### src/rtl/conv_window_gen_pkg.sv
// Shared convolution-layer definitions: default geometry and the window
// element indexing helper, so producers and consumers unpack win_data alike.
package conv_window_gen_pkg;

  localparam int DEF_DATA_W = 8;
  localparam int DEF_K      = 3;
  localparam int DEF_IMG_W  = 28;
  localparam int DEF_IMG_H  = 28;

  // Bit offset of window element (r,c) inside the packed window bus.
  function automatic int win_idx(input int r, input int c, input int k, input int dw);
    return (r * k + c) * dw;
  endfunction

  // Counter width for a dimension of n positions (at least one bit).
  function automatic int cnt_w(input int n);
    return (n > 1) ? $clog2(n) : 1;
  endfunction

endpackage

### src/rtl/conv_line_buffer.sv
// One image row of pixel storage, addressed by the column counter.
// The read is combinational from the current contents, so a write in the
// same cycle lands after the old value has been picked up (read-before-write).
module conv_line_buffer
  import conv_window_gen_pkg::*;
#(
  parameter int DATA_W = DEF_DATA_W,
  parameter int IMG_W  = DEF_IMG_W,
  parameter int AW     = cnt_w(DEF_IMG_W)
) (
  input  logic              clk,
  input  logic              wr_en,
  input  logic [AW-1:0]     addr,
  input  logic [DATA_W-1:0] wr_data,
  output logic [DATA_W-1:0] rd_data
);

  logic [DATA_W-1:0] mem [IMG_W];

  assign rd_data = mem[addr];

  // Row storage write; contents are never reset, stale data is masked upstream.
  always_ff @(posedge clk) begin
    if (wr_en) begin
      mem[addr] <= wr_data;
    end
  end

endmodule

### src/rtl/conv_window_gen.sv
// Sliding K x K window generator over a raster pixel stream with
// valid/ready flow control, frame tracking and synchronous clear.
module conv_window_gen
  import conv_window_gen_pkg::*;
#(
  parameter int DATA_W = DEF_DATA_W,
  parameter int K      = DEF_K,
  parameter int IMG_W  = DEF_IMG_W,
  parameter int IMG_H  = DEF_IMG_H
) (
  input  logic                    clk,
  input  logic                    rst_n,
  input  logic                    clr,
  input  logic                    in_valid,
  output logic                    in_ready,
  input  logic [DATA_W-1:0]       in_data,
  output logic                    out_valid,
  input  logic                    out_ready,
  output logic [K*K*DATA_W-1:0]   win_data,
  output logic                    frame_done
);

  localparam int CW = cnt_w(IMG_W);
  localparam int RW = cnt_w(IMG_H);

  localparam logic [CW-1:0] COL_LAST = CW'(IMG_W - 1);
  localparam logic [CW-1:0] COL_WIN0 = CW'(K - 1);
  localparam logic [RW-1:0] ROW_LAST = RW'(IMG_H - 1);
  localparam logic [RW-1:0] ROW_WIN0 = RW'(K - 1);

  logic              acc;
  logic              col_end;
  logic              row_end;
  logic              win_pos;
  logic [CW-1:0]     col_p0;
  logic [RW-1:0]     row_p0;
  logic [DATA_W-1:0] lb_rd  [K-1];
  logic [DATA_W-1:0] lb_wr  [K-1];
  logic [DATA_W-1:0] col_vec [K];
  logic [DATA_W-1:0] win_p1 [K][K];
  logic              vld_p1;
  logic              done_p1;

  // A new pixel may enter only when the current window slot is free or
  // being drained this cycle; clear blocks acceptance outright.
  assign in_ready   = !clr && (!vld_p1 || out_ready);
  assign acc        = in_valid && in_ready;
  assign col_end    = (col_p0 == COL_LAST);
  assign row_end    = (row_p0 == ROW_LAST);
  assign win_pos    = (row_p0 >= ROW_WIN0) && (col_p0 >= COL_WIN0);
  assign out_valid  = vld_p1;
  assign frame_done = done_p1;

  // ---- stage p0: column vector from line buffers plus the incoming pixel ----
  assign col_vec[K-1] = in_data;

  for (genvar j = 0; j < K - 1; j++) begin : g_lb
    assign col_vec[j] = lb_rd[j];
    // Each stored row moves one slot toward the oldest; the newest takes in_data.
    assign lb_wr[j]   = col_vec[j+1];

    conv_line_buffer #(
      .DATA_W (DATA_W),
      .IMG_W  (IMG_W),
      .AW     (CW)
    ) u_lb (
      .clk     (clk),
      .wr_en   (acc),
      .addr    (col_p0),
      .wr_data (lb_wr[j]),
      .rd_data (lb_rd[j])
    );
  end

  // Raster position tracking; wraps at end of row and end of frame.
  always_ff @(posedge clk or negedge rst_n) begin
    if (!rst_n) begin
      col_p0 <= '0;
      row_p0 <= '0;
    end else if (clr) begin
      col_p0 <= '0;
      row_p0 <= '0;
    end else if (acc) begin
      if (col_end) begin
        col_p0 <= '0;
        row_p0 <= row_end ? '0 : row_p0 + 1'b1;
      end else begin
        col_p0 <= col_p0 + 1'b1;
      end
    end
  end

  // ---- stage p1: window shift register, valid and frame-end pulse ----
  // Window shifts left by one column per accepted pixel, new column enters on the right.
  always_ff @(posedge clk or negedge rst_n) begin
    if (!rst_n) begin
      for (int r = 0; r < K; r++) begin
        for (int c = 0; c < K; c++) begin
          win_p1[r][c] <= '0;
        end
      end
    end else if (acc) begin
      for (int r = 0; r < K; r++) begin
        for (int c = 0; c < K - 1; c++) begin
          win_p1[r][c] <= win_p1[r][c+1];
        end
        win_p1[r][K-1] <= col_vec[r];
      end
    end
  end

  // Window valid: loaded on every accept, dropped once the consumer takes it.
  always_ff @(posedge clk or negedge rst_n) begin
    if (!rst_n) begin
      vld_p1 <= 1'b0;
    end else if (clr) begin
      vld_p1 <= 1'b0;
    end else if (acc) begin
      vld_p1 <= win_pos;
    end else if (out_ready) begin
      vld_p1 <= 1'b0;
    end
  end

  // Single-cycle pulse following acceptance of the frame's final pixel.
  always_ff @(posedge clk or negedge rst_n) begin
    if (!rst_n) begin
      done_p1 <= 1'b0;
    end else if (clr) begin
      done_p1 <= 1'b0;
    end else begin
      done_p1 <= acc && row_end && col_end;
    end
  end

  // Flatten the window array onto the output bus, row 0 / column 0 lowest.
  always_comb begin
    win_data = '0;
    for (int r = 0; r < K; r++) begin
      for (int c = 0; c < K; c++) begin
        win_data[win_idx(r, c, K, DATA_W) +: DATA_W] = win_p1[r][c];
      end
    end
  end

endmodule

### config.mk
export PLATFORM = sky130hd
export DESIGN_NAME = conv_window_gen
export DESIGN_NICKNAME = d
export VERILOG_FILES = /design/src/rtl/conv_window_gen_pkg.sv /design/src/rtl/conv_line_buffer.sv /design/src/rtl/conv_window_gen.sv
export SDC_FILE = /design/constraint.sdc
export NUM_CORES = 1
export LEC_CHECK = 0
export CAP_MARGIN = 20
export CORE_MARGIN = 4
export CORE_UTILIZATION = 54
export DETAILED_ROUTE_END_ITERATION = 12
export GPL_ROUTABILITY_DRIVEN = 1
export PLACE_DENSITY = 0.75
export SYNTH_ARGS = -nofsm -noshare
export SYNTH_HDL_FRONTEND = slang
export SYNTH_SLANG_ARGS = --single-unit
### constraint.sdc
create_clock -name clk -period 2.8 [get_ports clk]
set_clock_uncertainty 0.05 [all_clocks]
set_input_delay 0.56 -clock clk [delete_from_list [all_inputs] [get_ports clk]]
set_output_delay 0.56 -clock clk [all_outputs]
set_load 0.03 [all_outputs]
==> results.cfg <==
[run_status]
status = finished clean

[cells_and_area]
fillers = 2430
fin_util = 0.656
finalNetCount = 1407
fin_cells = 1940
final_cell_area_um2 = 24800
drive_gt1_frac = 0.193
antennaDiodeCount = 0
syn_to_final_growth_pct = 19.5

[routing]
vias = 11400
routedWlPerCell_um = 24.1
drtIter0Drc = 1390
drt_pass1_iterations = 5
ant_nets = 0
vias_per_cell = 5.90
drc = 0
routed_wl_mm = 46.8

[grt]
first_global_vias = 11600
overflow = 0
grt_start_max_net_pins = 67
gr-usage-all-layers = 0.226
antenna_found_initial = 0
grt_pass1_wl_mm = 71.2

[synthesis]
synth_top_flop_cell = edfxtp_1
synth_cell_types = 55
postSynthCellCount = 1211
ys_top_cells_by_count = 448 x edfxtp_1, 203 x nand2_1, 106 x mux2i_1, 84 x dfrtp_1, 58 x mux4_2
syn_avg_cell_area_um2 = 17.1
ys_ff_latch = 532
synth_nets = 1230
synth_top_cell_by_area = edfxtp_1
synth.most_common_cell = edfxtp_1
synthArstFlopShare = 0.158
synth-edff-count = 448
ys_seq_area_frac = 0.750
synth_top_area_frac = 0.649
ys_warn_count = 0
yosys-top-cells-area = edfxtp_1 65%, dfrtp_1 10%, mux4_2 6.3%, mux2i_1 5.1%, nand2_1 3.7%
netlist_area_um2 = 20700

[cts]
htreeDepth = 2
path_clk_slew_ps = 60
numCtsBuffers = 52
cts_tree = built
cts_resized = 0
cts_sinks = 532
cts_root_buf = clkbuf_16
clk_path_buf_depth = 3
worstSkewPairLatency_ps = 570

[critical_path]
worstSetupPathType = register to register
cp-end-kind = register
worst-path-max-fanout = 29
cp.arrival_ps = 3080
cp-start-kind = register
critPathRequiredTime_ps = 3250

[placement]
dp.cells = 1843
placed_cell_area_um2 = 23100
place_hpwl_mm = 28.8
port_buffers = 87
place_congestion = 0.867

[floorplan]
initial_core_util = 0.549
die_w_um = 204
rows = 71
die_h_um = 204
core_area_um2 = 37800
die_area_um2 = 41600
io_pins = 88

[hold_path]
holdCritPathClass = primary input to asynchronous set/reset pin

[timing]
hold_viol = 0
hold_ws_ps = 389
maxSlewHeadroom = 0.588
timing.fmax_mhz = 380
rsz0062_at_grt = false
fin_crit_sh = 0.939
layout_min_cycle_time_ps = 2630
setup_viol = 0
worstMarginPinSlew_ps = 614
slew_violations = 0

[pwr]
ir_worst_vdd_uv = 497
leakagePower_uw = 0.00855
p_per_area_nw_per_um2 = 719

[job]
maxCapViolCount = 0
-- sequential cells by signal, indices dropped and copies added (netlist names) --
name / count
row_p0: 5
out_valid: 1
col_p0: 5
frame_done: 1
win_data: 72
g_lb.u_lb.mem: 448
-- path summary, 6_finish.rpt --
check / startpoint / slack [ps] / end / cells after the start
setup / recovery: col_p0[2] / 170 / win_data[45] / 7
min in group clk: win_data[27] / 420 / win_data[27] / 2
hold / removal: rst_n / 390 / win_data[21] / 2
setup reg to reg: col_p0[2] / 170 / win_data[45] / 7
max in group asynchronous: rst_n / 1670 / win_data[58] / 3
hold reg to reg: win_data[27] / 420 / win_data[27] / 2
-- cells in the final DEF, fill, tap and decap left out, drive strengths merged, types with 2 or more instances in the layout --
master         count
ha                 6
a22oi             23
a31oi              6
nand3             24
nor3b              2
o22ai             31
o21ai              5
o32ai              3
mux2i            106
buf              104
or3                4
o211ai             2
nand2b             4
nand2            204
inv               10
and2              12
or4                3
nor3              19
dfrtp             84
bufinv             3
and3               3
clkinv            18
nor4               3
or4b               3
nor2b              6
clkdlybuf4s50     85
mux4              58
xnor2              2
edfxtp           448
a211oi             8
nor2              28
nand4              2
o221ai             4
clkbuf            71
mux2              12
a21oi             14
-- cells by family after synthesis --
logic type | after synthesis | share of synthesized area
adders and majority gates | 6 | 0.00362
DFF | 532 | 0.750
AOI/OAI and AO/OA | 101 | 0.0340
xor gates and xnor gates | 2 | 0.000845
and+or+nand+nor | 320 | 0.0692
buffers and inverters | 74 | 0.0211
muxes | 176 | 0.121
-- where the power goes --
part	leakage, µW	switching [µW]	internal, µW
Clock	0.000816	2790	3860
Sequential	0.00509	181	8930
Combinational	0.00265	1230	827
Total	0.00855	4200	13600
-- critical path: stages (launching register included) --
cell	delay [ps]
dfrtp_1	430
buf_4	250
nor2b_1	390
and2_1	550
a22oi_1	220
nand3_1	130
buf_4	340
mux2_4	210
-- cell type report --
class,count,area (µm²),share of cell area
Clock buffer,71,1430,0.0579
Tap cell,511,639,0.0258
Inverter,7,26.3,0.00106
Clock inverter,24,205,0.00828
Sequential cell,532,15600,0.628
Timing Repair Buffer,190,2110,0.0852
Multi-Input combinational cell,605,4800,0.194
-- per-stage QoR --
| stage | setup slack [ps] | TNS, ps | total power (µW) |
|---|---|---|---|
| 6_report | 170 | 0 | 17800 |
| 5_1_grt | 73.3 | 0 | 18400 |
| 4_1_cts | 39.3 | 0 | 17900 |
| 3_5_place_dp | 59.3 | 0 | 11300 |
| 3_3_place_gp | 116 | 0 | 11300 |
| 2_1_floorplan | -258 | -8250 | 10400 |
-- metal layers --
metal	global-route usage	wire length (µm)	share of wire	vias up
met1	0.319	18500	0.40	5789
li1	-	-	-	5036
met4	0.0799	1480	0.032	0
met5	0	0	0	-
met2	0.362	22700	0.49	531
met3	0.0376	4020	0.086	93
-- what timing repair did --
action / in CTS / in global routing
setup endpoints to repair: 0 / 3
endpoints found under the hold margin: 18 / 0
hold buffers: 1 / 0
setup buffers: 0 / 1
Note: power is estimated with default switching activity, not from simulation.
